===== src/rtl/dual_wave_gen.sv =====
// dual_wave_gen: two-channel 2-bit periodic waveform source.
//
// Feeds the in1/in2 operand streams of the signal-summing stage. Each channel
// has its own shape code and step divider, written over a valid/ready port.
// A run/idle/load state machine gates the outputs so the consumer sees 2'b00
// whenever generation is stopped.
//
// Optional feature macro: WAVE_SYNC_EN
//   defined   - leaving LOAD restarts both channels (keeps them phase-aligned)
//   undefined - leaving LOAD restarts only the channel that was written; the
//               other channel simply holds for the single LOAD cycle
//
// Ports:
//   clk        in   system clock, rising edge
//   rst_n      in   asynchronous active-low reset
//   enable     in   level: 1 = generate, 0 = idle
//   cfg_valid  in   configuration word present
//   cfg_ready  out  configuration can be accepted (low only in LOAD)
//   cfg_sel    in   target channel: 0 = channel 1, 1 = channel 2
//   cfg_shape  in   shape: 00 square, 01 staircase, 10 triangle, 11 off
//   cfg_div    in   step divider; one step lasts cfg_div+1 cycles
//   wave1      out  channel 1 sample, registered
//   wave2      out  channel 2 sample, registered

module dual_wave_gen #(
  parameter int unsigned DIV_W = 8
) (
  input  logic             clk,
  input  logic             rst_n,
  input  logic             enable,
  input  logic             cfg_valid,
  output logic             cfg_ready,
  input  logic             cfg_sel,
  input  logic [1:0]       cfg_shape,
  input  logic [DIV_W-1:0] cfg_div,
  output logic [1:0]       wave1,
  output logic [1:0]       wave2
);

  localparam int unsigned NCH     = 2;
  localparam int unsigned SHAPE_W = 2;
  localparam int unsigned PHASE_W = 3;
  localparam int unsigned SMP_W   = 2;

  localparam logic [SHAPE_W-1:0] SHAPE_SQUARE = 2'b00;
  localparam logic [SHAPE_W-1:0] SHAPE_STAIR  = 2'b01;
  localparam logic [SHAPE_W-1:0] SHAPE_TRI    = 2'b10;
  localparam logic [SHAPE_W-1:0] SHAPE_OFF    = 2'b11;

`ifdef WAVE_SYNC_EN
  localparam bit SYNC_RESTART = 1'b1;
`else
  localparam bit SYNC_RESTART = 1'b0;
`endif

  typedef enum logic [1:0] {
    S_IDLE = 2'd0,
    S_RUN  = 2'd1,
    S_LOAD = 2'd2
  } state_t;

  state_t state, state_nx;

  // Per-channel registers, index 0 = channel 1, index 1 = channel 2
  logic [NCH-1:0][SHAPE_W-1:0] shape_q, shape_nx;
  logic [NCH-1:0][DIV_W-1:0]   div_q,   div_nx;
  logic [NCH-1:0][DIV_W-1:0]   cnt_q,   cnt_nx;
  logic [NCH-1:0][PHASE_W-1:0] phase_q, phase_nx;
  logic [NCH-1:0][SMP_W-1:0]   wave_q,  wave_nx;
  logic                        load_sel_q, load_sel_nx;

  // Control decoded by the state machine
  logic           accept;
  logic           do_step;
  logic           clr_all;
  logic           clr_wave;
  logic [NCH-1:0] restart;

  // Sample value for a given shape and phase
  function automatic logic [SMP_W-1:0] sample_of(input logic [SHAPE_W-1:0] shape,
                                                 input logic [PHASE_W-1:0] phase);
    logic [SMP_W-1:0] smp;
    smp = '0;
    case (shape)
      SHAPE_SQUARE: smp = (phase == 3'd0) ? 2'b11 : 2'b00;
      SHAPE_STAIR:  smp = phase[SMP_W-1:0];
      SHAPE_TRI: begin
        case (phase)
          3'd0:    smp = 2'd0;
          3'd1:    smp = 2'd1;
          3'd2:    smp = 2'd2;
          3'd3:    smp = 2'd3;
          3'd4:    smp = 2'd2;
          3'd5:    smp = 2'd1;
          default: smp = 2'd0;
        endcase
      end
      default:      smp = '0;
    endcase
    return smp;
  endfunction

  // Phase after one step; wraps at the shape length, off stays frozen at 0
  function automatic logic [PHASE_W-1:0] next_phase(input logic [SHAPE_W-1:0] shape,
                                                    input logic [PHASE_W-1:0] phase);
    logic [PHASE_W-1:0] last;
    last = '0;
    case (shape)
      SHAPE_SQUARE: last = 3'd1;
      SHAPE_STAIR:  last = 3'd3;
      SHAPE_TRI:    last = 3'd5;
      default:      last = 3'd0;
    endcase
    return (phase >= last) ? '0 : phase + PHASE_W'(1);
  endfunction

  assign cfg_ready = (state != S_LOAD);
  assign wave1     = wave_q[0];
  assign wave2     = wave_q[1];

  // State register
  always_ff @(posedge clk or negedge rst_n) begin
    if (!rst_n) begin
      state <= S_IDLE;
    end else begin
      state <= state_nx;
    end
  end

  // Next state and datapath control
  always_comb begin
    state_nx = state;
    accept   = 1'b0;
    do_step  = 1'b0;
    clr_all  = 1'b0;
    clr_wave = 1'b0;
    restart  = '0;

    case (state)
      S_IDLE: begin
        accept = cfg_valid;
        if (accept) begin
          state_nx = S_LOAD;
        end else if (enable) begin
          state_nx = S_RUN;
          clr_all  = 1'b1;
        end
      end
      S_RUN: begin
        accept = cfg_valid;
        if (enable) begin
          do_step = 1'b1;
        end else begin
          clr_all  = 1'b1;
          clr_wave = 1'b1;
        end
        if (accept) begin
          state_nx = S_LOAD;
        end else if (!enable) begin
          state_nx = S_IDLE;
        end
      end
      S_LOAD: begin
        if (enable) begin
          state_nx = S_RUN;
          if (SYNC_RESTART) begin
            restart = '1;
          end else begin
            restart = load_sel_q ? 2'b10 : 2'b01;
          end
        end else begin
          state_nx = S_IDLE;
          clr_all  = 1'b1;
          clr_wave = 1'b1;
        end
      end
      default: begin
        state_nx = S_IDLE;
      end
    endcase
  end

  // Per-channel next values; stepping uses the pre-edge shape and phase
  always_comb begin
    shape_nx    = shape_q;
    div_nx      = div_q;
    cnt_nx      = cnt_q;
    phase_nx    = phase_q;
    wave_nx     = wave_q;
    load_sel_nx = load_sel_q;

    if (accept) begin
      load_sel_nx = cfg_sel;
    end

    for (int unsigned ch = 0; ch < NCH; ch++) begin
      if (accept && (cfg_sel == 1'(ch))) begin
        shape_nx[ch] = cfg_shape;
        div_nx[ch]   = cfg_div;
      end

      if (do_step) begin
        wave_nx[ch] = sample_of(shape_q[ch], phase_q[ch]);
        if (cnt_q[ch] == div_q[ch]) begin
          cnt_nx[ch]   = '0;
          phase_nx[ch] = next_phase(shape_q[ch], phase_q[ch]);
        end else begin
          cnt_nx[ch] = cnt_q[ch] + DIV_W'(1);
        end
      end

      if (clr_all || restart[ch]) begin
        cnt_nx[ch]   = '0;
        phase_nx[ch] = '0;
      end

      if (clr_wave) begin
        wave_nx[ch] = '0;
      end
    end
  end

  // Channel registers
  always_ff @(posedge clk or negedge rst_n) begin
    if (!rst_n) begin
      shape_q    <= {NCH{SHAPE_OFF}};
      div_q      <= '0;
      cnt_q      <= '0;
      phase_q    <= '0;
      wave_q     <= '0;
      load_sel_q <= 1'b0;
    end else begin
      shape_q    <= shape_nx;
      div_q      <= div_nx;
      cnt_q      <= cnt_nx;
      phase_q    <= phase_nx;
      wave_q     <= wave_nx;
      load_sel_q <= load_sel_nx;
    end
  end

endmodule


===== config.mk =====
export PLATFORM = sky130hd
export DESIGN_NAME = dual_wave_gen
export DESIGN_NICKNAME = d
export VERILOG_FILES = /design/src/rtl/dual_wave_gen.sv
export SDC_FILE = /design/constraint.sdc
export NUM_CORES = 1
export LEC_CHECK = 0
export ABC_AREA = 1
export ABC_CLOCK_PERIOD_IN_PS = 1800
export BUFFER_PORTS_ARGS = -buffer_cell sky130_fd_sc_hd__buf_2
export CORE_UTILIZATION = 40
export CTS_CLUSTER_SIZE = 25
export DETAILED_ROUTE_END_ITERATION = 12
export HOLD_SLACK_MARGIN = 0.1
export PLACE_DENSITY = 0.66
export SYNTH_ARGS = -nofsm -noshare
export SYNTH_HDL_FRONTEND = slang
export SYNTH_SLANG_ARGS = --single-unit

===== constraint.sdc =====
create_clock -name clk -period 1.8 [get_ports clk]
set_clock_uncertainty 0.2 [all_clocks]
set_input_delay 0.18 -clock clk [delete_from_list [all_inputs] [get_ports clk]]
set_output_delay 0.18 -clock clk [all_outputs]
set_load 0.05 [all_outputs]

# --- Yosys cells after proc, flatten, opt, wreduce, memory -nomap -nowiden ---
# Cells that the tools add are included.
totals:
  regBits: 49
  input_bits: 15
  out_inout_bits: 5
op_classes:
  bitwise_logic: 1
  addsub: 4
  magnitude_cmp: 2
  reduce_logical: 23
  n_eq_ne: 21
  muxes: 46
ops:
  columns: ["cell", "n"]
  rows:
  - ["2-to-1 mux 8 bit", 6]
  - ["2-to-1 mux 3 bit", 12]
  - ["case mux 2 bit (3 select lines)", 5]
  - ["2-to-1 mux 2 bit", 13]
  - ["case mux 3 bit (3 select lines)", 2]
  - ["adder 8 x 1 -> 8 bit (second input constant)", 2]
  - ["equality test 8 bit", 2]
  - ["equality test 3 x 2 -> 1 bit (second input constant)", 4]
  - ["equality test 3 bit (second input constant)", 4]
  - ["OR reduction 2 bit", 6]
  - ["nonzero test 2 bit", 5]
  - ["2-to-1 mux 1 bit", 7]
  - ["adder 3 x 1 -> 3 bit (second input constant)", 2]
  - ["equality test 2 x 1 -> 1 bit (second input constant)", 3]
  - ["equality test 2 bit (second input constant)", 3]
  - ["equality test 3 x 1 -> 1 bit (second input constant)", 2]
  - ["greater-or-equal comparator 3 bit", 2]
  - ["logical NOT 2 bit", 3]
  - ["logical NOT 3 bit", 2]
  - ["inequality test 3 bit (second input constant)", 2]
  - ["AND reduction 2 bit", 3]
  - ["logical AND 1 bit", 2]
  - ["logical OR 1 bit", 2]
  - ["inequality test 2 bit (second input constant)", 1]
  - ["other kinds (2)", 2]

# --- Logic depth before layout (Yosys ltp) ---
# Gate-level depths: netlist (run 1).
logic_depth:
  depth_word: 9
  ltp_mapped: 12
  depth_no_buf: 11

# --- Worst setup path after synthesis (run 1) ---
# OpenSTA, ideal clock, no wires.
synth_timing:
  path_kind: "flip-flop to flip-flop"
  startpoint: "reg shape_q[3] (netlist name)"
  endpoint: "reg phase_q[3] (netlist name)"
  setup_slack_ps: 10
  n_path_buf: 0
  t_required_ps: 1534
  setup_ps: 66
  synth_period_minus_slack_ps: 1790
  stages_incl_launch_ff: 10
  arrival_ps: 1524
  cell_sequence: "dfstp_2 inv_1 nor2_1 inv_1 ha_1 a21oi_1 o211ai_1 nor2_1 nand4_1 nand2_1"
synth_between:
  elab_chain_len: 9
synth_rtl:
  columns: ["element", "line", "text"]
  rows:
  - ["from (decl)", "65", "logic [NCH-1:0][SHAPE_W-1:0] shape_q, shape_nx;"]
  - ["from (signal assigned)", "226", "shape_q <= {NCH{SHAPE_OFF}};"]
  - ["from (signal assigned)", "233", "shape_q <= shape_nx;"]
  - ["equality test 2 bit, or another cell as far along", "108", "case (shape)"]
  - ["case mux 3 bit (3 select lines) *", "108", null]
  - ["2-to-1 mux 3 bit *", "204", "if (cnt_q[ch] == div_q[ch]) begin"]
  - ["2-to-1 mux 3 bit *", "202", "if (do_step) begin"]
  - ["greater-or-equal comparator 3 bit *", "114", "return (phase >= last) ? '0 : phase + PHASE_W'(1);"]
  - ["2-to-1 mux 3 bit *", "114", null]
  - ["2-to-1 mux 3 bit *", "204", null]
  - ["2-to-1 mux 3 bit *", "202", null]
  - ["2-to-1 mux 3 bit *", "212", "if (clr_all || restart[ch]) begin"]
  - ["to (signal assigned)", "236", "phase_q <= phase_nx;"]
  - ["to (decl)", "68", "logic [NCH-1:0][PHASE_W-1:0] phase_q, phase_nx;"]
# Every way passes the cells marked *; elsewhere a longest branch is shown, timed or not. The select of a mux whose other input is x is not followed.
# A chain may end at the register's enable or synchronous reset.

# --- Worst setup path in the final report (run 1) ---
layout_timing:
  startpoint: "reg shape_q[3] (netlist name)"
  endpoint: "reg phase_q[4] (netlist name)"
# Same word-level chain as after synthesis.

==> flow_summary.json, run 1 <==
{
  "cp_common_cell": "inv_2",
  "drc_errors": 0,
  "grt_setup_unrepaired": "true",
  "drv_slew": 0,
  "drtIter0Drc": 119,
  "p_leak_nw": 2.15,
  "peakVddDrop_v": 0.000561,
  "place_congestion": 0.904,
  "path_buf_inv": 2,
  "whs_path_depth": 3,
  "synth_edf_count": 0,
  "clk_pin_slew_worst_paths_ns": 0.09,
  "cts_sinks": 49,
  "vias": 2888,
  "min_period_ns": 1.81,
  "cts_max_path_buffers": 2,
  "hp-class": "input port to register",
  "synth_cells": 457,
  "outcome": "finished, violations left",
  "hold_path_end": "shape_q[1]",
  "clockRootBuffer": "clkbuf_8",
  "regArea_um2": 1230,
  "crit_fanout": 3,
  "grt_overflow_total": 0,
  "drtPass1Iterations": 4,
  "antenna_cells": 0,
  "max_freq_mhz": 553,
  "dp_slack_ns": -0.0933,
  "min_period_over_period_pct": 101,
  "initial_core_util_pct": 41.7,
  "violations": "setup timing",
  "slowest_delay_ns": 0.55,
  "antenna_found_initial": 0,
  "finalHoldViolations": 0,
  "clock_latency_ns": 0.29,
  "worstMarginPinSlew_ns": 0.434,
  "drtAntennaViolNets": 0,
  "critPathCaptureType": "register",
  "synth_top_cell_area_share_pct": 34.5,
  "fin_setup_tns_ns": -0.0296,
  "crit_type": "register to register",
  "htree_num_levels": 2,
  "syn_area_um2": 3260,
  "grt_pass1_vias": 2785,
  "nNetsFinal": 541,
  "syn-num-nets": 494,
  "fillers": 763,
  "pwr_density_cell_nw_per_um2": 1350,
  "r2r_slack_ns": -0.009,
  "multi_input_area_um2": 1820,
  "grt-busiest-layer": "met2",
  "fin_ws_ns": -0.00906,
  "grt_usage_pct": 17.9,
  "met2_usage_pct": 29.4,
  "rows": 32,
  "fp.coreArea_um2": 7810,
  "reg2reg_to": "phase_q[4]",
  "yosys_most_used_dff": "dfrtp_1",
  "met3_usage_pct": 2.99,
  "synth_cell_types": 26,
  "syn_area_per_cell_um2": 7.13,
  "io_pins": 20,
  "cp_top_family": "flip-flops",
  "setup_viol": 6,
  "ys_ff_latch": 49,
  "r2r-start": "shape_q[3]",
  "die_y_um": 92.3,
  "drv_cap": 0,
  "area_growth_syn_to_layout_pct": 21.5,
  "grt_start_max_net_pins": 27,
  "die_width_um": 92.3,
  "arrival_ns": 1.81,
  "slew_headroom_pct": 71.1,
  "grt_pass1_wl_um": 12400,
  "postRouteWirelength_um": 7040,
  "place.detailed.hpwl_um": 4950,
  "avgViaCountPerCell": 4.77,
  "synth-seq-area-share_pct": 37.8,
  "cts_made_buffers": 5,
  "netlist.top_cell.by_area": "dfrtp_1",
  "cts_tree": "built",
  "slowest_stage": "dfstp_2",
  "ys_async_sr_fraction_pct": 100,
  "synthTopCellsByCount": "161 x nand2_1, 68 x inv_1, 45 x dfrtp_1, 29 x nor2_1, 26 x o21ai_0",
  "synth_area_leaders": "dfrtp_1 35%, nand2_1 19%, ha_1 8.4%",
  "path_cells": "inv_2 -> nor2_4 -> inv_2 -> ha_4 -> nand2_2 -> o211ai_1 -> nor2_1 -> nand4_1 -> nand2_1",
  "synth_warnings": 0,
  "grt.met1_usage_pct": 24.6,
  "routedWlPerCell_um": 11.6,
  "startpoint_type": "register",
  "portBuffers": 19,
  "layout-drive-gt1-share_pct": 17.9,
  "fp.dieArea_um2": 8510,
  "hp-start": "cfg_sel",
  "crit_required_ns": 1.80,
  "worstRegToRegCells": 9,
  "yosysMostFrequentCell": "nand2_1"
}
==> cells by family (layout without fill, tap and decap cells) <==
kind of cell / count (synthesis) / in the layout / share of synthesized area, %
DFF: 49 / 49 / 37.8
and+or+nand+nor: 236 / 236 / 30.2
buffers and inverters: 87 / 134 / 10.9
xor gates and xnor gates: 17 / 17 / 4.57
adders and majority gates: 22 / 22 / 8.45
AOI/OAI and AO/OA: 46 / 46 / 8.14
==> power by group <==
part / switching, mW / internal [mW] / leakage [nW]
registers: 0.319 / 1.46 / 0.639
clock network: 0.360 / 0.306 / 0.0443
logic: 1.73 / 1.19 / 1.47
==> cell usage in the layout (no fill, tap or decap), drive strengths merged <==
| cell type | Yosys | routed |
|---|---|---|
| a21boi | 1 | 1 |
| a21oi | 9 | 9 |
| buf | 10 | 41 |
| clkbuf | 3 | 7 |
| clkinv | 1 | 1 |
| dfrtp | 45 | 45 |
| dfstp | 4 | 4 |
| dlygate4sd3 | 0 | 12 |
| ha | 22 | 22 |
| inv | 73 | 73 |
| nand2 | 166 | 166 |
| nand3 | 17 | 17 |
| nand4 | 23 | 23 |
| nor2 | 29 | 29 |
| o211ai | 6 | 6 |
| o21ai | 28 | 28 |
| o22ai | 2 | 2 |
| or2 | 1 | 1 |
| xnor2 | 4 | 4 |
| xor2 | 13 | 13 |
==> per-stage QoR <==
step | power (mW) | std cells | cell area, um^2 | util [%] | hold WS (ns)
after floorplan | 3.55 | 457 | 3260 | - | -0.316
after global routing | 5.87 | 606 | 3960 | 50.7 | 0.155
after detailed placement | 4.22 | 579 | 3540 | 45.3 | -0.0513
after CTS | 5.12 | 605 | 3860 | 49.4 | 0.103
final | 5.36 | 606 | 3960 | 50.7 | 0.113
after global placement | 4.15 | 579 | 3540 | 45.3 | -0.0617
==> registers in the layout, indices dropped and copies added, names as in the netlist <==
signal      flops
cnt_q          16
div_q          16
phase_q         6
shape_q         4
state           2
wave1           2
wave2           2
load_sel_q      1
==> worst register-to-register path, cell delays in order (launching register included) <==
cell,delay [ns]
dfstp_2,0.55
inv_2,0.05
nor2_4,0.09
inv_2,0.06
ha_4,0.27
nand2_2,0.04
o211ai_1,0.24
nor2_1,0.07
nand4_1,0.09
nand2_1,0.05
==> area by class of cell <==
| class | instances | share of cell area [%] |
|---|---|---|
| Clock buffer | 7 | 2.18 |
| Sequential cell | 49 | 31.1 |
| Inverter | 74 | 7.14 |
| Timing Repair Buffer | 53 | 10.5 |
| Tap cell | 102 | 3.22 |
| Multi-Input combinational cell | 321 | 45.9 |
==> metal layers <==
metal	up-vias	share of wire (%)
met5	-	0
met4	0	1.1
met3	6	2.5
met2	48	48
met1	1317	49
li1	1517	-
==> timing repair <==
action,CTS,global route
gates cloned,0,0
hold buffers,12,0
pin swaps,18,20
setup endpoints to repair,14,45
setup buffers,7,2
gates resized for setup,15,26
hold endpoints to repair,71,0
==> worst max path at each step <==
stage	from	end	slack [ns]	cells after the start
after detailed placement	shape_q[1]	phase_q[2]	-0.09	9
after global routing	shape_q[3]	phase_q[3]	-0.12	9
after global placement	shape_q[3]	phase_q[3]	-0.04	9
after CTS	shape_q[3]	phase_q[4]	-0.05	9
after floorplan	shape_q[3]	phase_q[3]	0.01	9
final	shape_q[3]	phase_q[4]	-0.009	9
No activity file was read; power rests on OpenSTA's default activity.
==> run 2, diff against run 1 <==
--- a/config.mk
+++ b/config.mk
@@ -8,11 +8,11 @@
 export ABC_AREA = 1
 export ABC_CLOCK_PERIOD_IN_PS = 1800
 export BUFFER_PORTS_ARGS = -buffer_cell sky130_fd_sc_hd__buf_2
-export CORE_UTILIZATION = 40
+export CORE_UTILIZATION = 55
 export CTS_CLUSTER_SIZE = 25
 export DETAILED_ROUTE_END_ITERATION = 12
 export HOLD_SLACK_MARGIN = 0.1
-export PLACE_DENSITY = 0.66
+export PLACE_DENSITY = 0.84
 export SYNTH_ARGS = -nofsm -noshare
 export SYNTH_HDL_FRONTEND = slang
 export SYNTH_SLANG_ARGS = --single-unit
==> run 2 against run 1 <==
Compared with the run above: the flow still finishes with violations (setup timing); routed wire length is 6.1% higher; cell count is 4.6% lower; clock power is 23% higher; largest cell class unchanged.
==> flow_summary.json, run 2 (same netlist as run 1, synthesis figures left out) <==
{
  "hp-class": "input port to async pin",
  "antenna_found_initial": 0,
  "outcome": "finished, violations left",
  "place.detailed.hpwl_um": 4900,
  "seq_power_share_pct": 32.1,
  "drtIter0Drc": 209,
  "total_power_mw": 5.53,
  "p_leak_nw": 2.16,
  "rows": 27,
  "pwr_density_cell_nw_per_um2": 1410,
  "worstMarginPinSlew_ns": 0.282,
  "portBuffers": 19,
  "grt_pass1_vias": 2886,
  "comb_power_share_pct": 53.0,
  "antenna_cells": 0,
  "fp.dieArea_um2": 6240,
  "grt_overflow_total": 0,
  "vias": 3092,
  "violations": "setup timing",
  "drtPass1Iterations": 5,
  "cts_made_buffers": 5,
  "grt_usage_pct": 24.9,
  "drv_cap": 0,
  "drc_errors": 0,
  "nNetsFinal": 542,
  "crit_fanout": 4,
  "fillers": 453,
  "drv_slew": 0,
  "grt_pass1_wl_um": 12200,
  "grt_start_max_net_pins": 50,
  "switching_share_pct": 44.4,
  "htree_num_levels": 2,
  "cts_tree": "built",
  "r2r-start": "shape_q[0]",
  "initial_core_util_pct": 58.1,
  "finalNonFillerCells": 578,
  "cts_max_path_buffers": 2,
  "layout-drive-gt1-share_pct": 17.4,
  "finalHoldViolations": 0,
  "startpoint_type": "register",
  "internal-power_mw": 3.07,
  "slew_headroom_pct": 81.2,
  "place_congestion": 0.886,
  "critPathCaptureType": "register",
  "final_cell_mix": "152 x nand2_1, 61 x inv_1, 45 x dfrtp_1",
  "die_y_um": 79.0,
  "placed_cells": 547,
  "crit_required_ns": 1.84,
  "grt_setup_unrepaired": "true",
  "min_period_over_period_pct": 107,
  "die_width_um": 79.0,
  "clk_pin_slew_worst_paths_ns": 0.09,
  "avgViaCountPerCell": 5.35,
  "area_growth_syn_to_layout_pct": 20.7,
  "pwr-share-clk_pct": 14.8,
  "routedWlPerCell_um": 12.9,
  "clock_latency_ns": 0.30,
  "arrival_ns": 1.96,
  "layout.cells.most_common": "nand2_1",
  "setup_viol": 6,
  "crit_type": "register to register",
  "fin_ws_ns": -0.124,
  "postRouteWirelength_um": 7470,
  "drtAntennaViolNets": 0,
  "dp_slack_ns": -0.0852,
  "crit_start": "shape_q[0]",
  "max_freq_mhz": 520,
  "p_switching_mw": 2.46,
  "min_period_ns": 1.92,
  "io_pins": 20,
  "cts_sinks": 49,
  "peakVddDrop_v": 0.00105,
  "top_regs": "cnt_q x16, div_q x16, phase_q x6",
  "clockRootBuffer": "clkbuf_8",
  "fp.coreArea_um2": 5610
}
## run 2: power by group through the flow
stage / Sequential, mW / Clock, mW / Combinational (mW)
after floorplan: 1.85 / 0 / 1.70
after global placement: 1.76 / 0 / 2.33
after detailed placement: 1.78 / 0 / 2.41
after CTS: 1.77 / 0.827 / 2.60
after global routing: 1.82 / 0.866 / 3.26
final: 1.78 / 0.820 / 2.93
## run 2: final cells by class
class                           count  area (um^2)  share of cell area, %
Clock buffer                        7         86.3                   2.19
Clock inverter                      1         30.0                  0.763
Inverter                           74          285                   7.25
Multi-Input combinational cell    321         1790                   45.5
Sequential cell                    49         1230                   31.3
Tap cell                           72         90.1                   2.29
Timing Repair Buffer               54          422                   10.7
## run 2: through the flow
stage	cell area [um^2]	hold slack [ns]	util, %	TNS [ns]
2_1_floorplan	3260	-0.316	-	0
3_3_place_gp	3480	-0.0133	62.1	-0.140
3_5_place_dp	3480	-0.00824	62.1	-0.386
4_1_cts	3820	0.198	68.1	-0.0473
5_1_grt	3930	0.230	70.1	-1.35
6_report	3930	0.191	70.1	-0.289
## run 2: critical path: stages (launching register included)
cell	delay (ns)
dfstp_2	0.58
buf_4	0.14
nor2_4	0.04
inv_2	0.07
ha_4	0.21
a21oi_1	0.12
o211ai_1	0.13
nor2_1	0.11
nand4_1	0.13
nand2_1	0.13
## run 2: routing by layer
| metal | wire (um) | global-route usage [%] | part of all wire, % |
|---|---|---|---|
| met1 | 3230 | 29.9 | 43 |
| met2 | 3680 | 45.1 | 49 |
| met3 | 368 | 3.91 | 4.9 |
| met4 | 198 | 8.36 | 2.7 |
| met5 | 0 | 0 | 0 |
## run 2: what timing repair did
action                                  CTS  global route
pin swaps                                13            19
setup buffers                             5             4
endpoints found under the hold margin    72             0
gates resized for setup                  14            22
endpoints found under the setup margin   11            43
hold buffers                             14             0
## run 2: worst paths after layout
kind | endpoint | slack (ns) | cells past startpoint
setup / recovery | phase_q[2] | -0.12 | 9
hold / removal | div_q[3] | 0.19 | 3
setup reg to reg | phase_q[2] | -0.12 | 9
hold reg to reg | div_q[13] | 0.31 | 2
max in group asynchronous | shape_q[2] | 0.93 | 3
min in group clk | div_q[13] | 0.31 | 2
==> run 3, diff against run 2 <==
--- a/config.mk
+++ b/config.mk
@@ -13,6 +13,7 @@
 export DETAILED_ROUTE_END_ITERATION = 12
 export HOLD_SLACK_MARGIN = 0.1
 export PLACE_DENSITY = 0.84
+export RECOVER_POWER = 25
 export SYNTH_ARGS = -nofsm -noshare
 export SYNTH_HDL_FRONTEND = slang
 export SYNTH_SLANG_ARGS = --single-unit
==> run 3 against run 2 <==
Compared with the run above: the flow still finishes with violations (setup timing); via count down 0.32%; flip-flop and latch count stayed put; maximum frequency fell by 0.35%; register-to-register slack about the same; clock-buffer cell count did not move; cell count unchanged; combinational power is essentially flat; global-route usage is the same; first-iteration DRC count grew 11%; highest routed layer unchanged.
==> flow_summary.json, run 3 (same netlist as run 1, synthesis figures left out) <==
{
  "outcome": "finished, violations left",
  "violations": "setup timing",
  "area_growth_syn_to_layout_pct": 20.3,
  "drc_errors": 0,
  "hp-start": "div_q[13]",
  "postRouteWirelength_um": 7460,
  "htree_num_levels": 2,
  "max_freq_mhz": 518,
  "grt_start_max_net_pins": 50,
  "io_pins": 20,
  "avgViaCountPerCell": 5.33,
  "crit_required_ns": 1.84,
  "worstMarginPinSlew_ns": 0.670,
  "cts_tree": "built",
  "layout-drive-gt1-share_pct": 17.4,
  "clock_latency_ns": 0.30,
  "p_leak_nw": 2.16,
  "cts_sinks": 49,
  "layout.cells.most_common": "nand2_1",
  "clockRootBuffer": "clkbuf_8",
  "place_area_um2": 3480,
  "stdcell_area_um2": 3920,
  "die_y_um": 79.0,
  "drtPass1Iterations": 5,
  "reg2reg_to": "phase_q[2]",
  "drtIter0Drc": 232,
  "hold_ws_ns": 0.312,
  "top_regs": "cnt_q x16, div_q x16, phase_q x6",
  "drv_slew": 0,
  "crit_type": "register to register",
  "vias": 3082,
  "min_period_ns": 1.93,
  "nNetsFinal": 542,
  "regArea_um2": 1230,
  "crit_fanout": 4,
  "place_congestion": 0.886,
  "fin_ws_ns": -0.131,
  "drv_cap": 0,
  "r2r_slack_ns": -0.13,
  "cts_max_path_buffers": 2,
  "grt_overflow_total": 0,
  "min_period_over_period_pct": 107,
  "cts_made_buffers": 5,
  "antenna_cells": 0,
  "slew_headroom_pct": 55.3,
  "grt_usage_pct": 24.9,
  "setup_viol": 6,
  "critPathCaptureType": "register",
  "multi_input_area_um2": 1790,
  "fp.dieArea_um2": 6240,
  "grt_pass1_wl_um": 12200,
  "rows": 27,
  "drtAntennaViolNets": 0,
  "hold_path_end": "div_q[13]",
  "peakVddDrop_v": 0.00105,
  "hp-class": "register to register",
  "antenna_found_initial": 0,
  "clk_pin_slew_worst_paths_ns": 0.09,
  "grt_pass1_vias": 2886,
  "place.detailed.hpwl_um": 4900,
  "pwr_density_cell_nw_per_um2": 1410,
  "startpoint_type": "register",
  "die_width_um": 79.0,
  "worstRegToRegCells": 9,
  "routedWlPerCell_um": 12.9,
  "initial_core_util_pct": 58.1,
  "portBuffers": 19,
  "whs_path_depth": 2,
  "arrival_ns": 1.97,
  "fp.coreArea_um2": 5610,
  "grt_setup_unrepaired": "true",
  "final_cell_mix": "152 x nand2_1, 61 x inv_1, 45 x dfrtp_1",
  "fillers": 453,
  "r2r-start": "shape_q[0]",
  "finalHoldViolations": 0
}
[run 3: cell types whose count changed in the layout (fill, tap and decap cells not counted)]
cell and delta:
buf_12 -1, clkbuf_4 +1
[run 3: through the flow]
| step | instances | setup TNS [ns] | util, % | setup WS, ns | power, mW |
|---|---|---|---|---|---|
| finish | 578 | -0.282 | 69.9 | -0.131 | 5.51 |
| global route | 578 | -1.35 | 69.9 | -0.216 | 5.94 |
| CTS | 574 | -0.0473 | 68.1 | -0.0275 | 5.20 |
| detailed placement | 547 | -0.386 | 62.1 | -0.0852 | 4.19 |
| global placement | 547 | -0.140 | 62.1 | -0.0290 | 4.09 |
| floorplan | 457 | 0 | - | 0.0105 | 3.55 |
[run 3: where the power goes]
| part | internal (mW) | switching, mW |
|---|---|---|
| sequential | 1.46 | 0.321 |
| clock | 0.453 | 0.362 |
| combinational | 1.16 | 1.76 |
| total | 3.07 | 2.44 |
[run 3: repair_timing]
item / CTS / global route
endpoints found under the hold margin: 72 / 0
setup endpoints to repair: 11 / 43
pin swaps: 13 / 19
hold buffers: 14 / 0
setup buffers: 5 / 4
gates resized for setup: 14 / 22
[run 3: final cells by class]
type	count	share of cell area, %
well taps	72	2.30
inverters	74	7.28
repair buffers	54	10.4
clock buffers	7	2.20
clock inverters	1	0.766
multi-input cells	321	45.6
flip-flops and latches	49	31.4
[run 3: metal layers]
layer	up-vias	track usage (%)	wire length, um
met4	0	8.36	188
met3	25	3.91	337
met2	109	45.1	3730
li1	1524	-	-
met1	1424	29.9	3210
met5	-	0	0
[run 3: worst max path at each step]
stage | startpoint | endpoint
after floorplan | shape_q[3] | phase_q[3]
after global placement | shape_q[3] | phase_q[5]
after detailed placement | shape_q[3] | phase_q[4]
after CTS | shape_q[3] | phase_q[4]
after global routing | shape_q[0] | phase_q[2]
final | shape_q[0] | phase_q[2]
[run 3: critical path: stages (launching register included)]
cell and delay (ns):
dfstp_2 0.58, buf_4 0.14, nor2_4 0.04, inv_2 0.07, ha_4 0.21, a21oi_1 0.12, o211ai_1 0.14, nor2_1 0.11
nand4_1 0.13, nand2_1 0.14
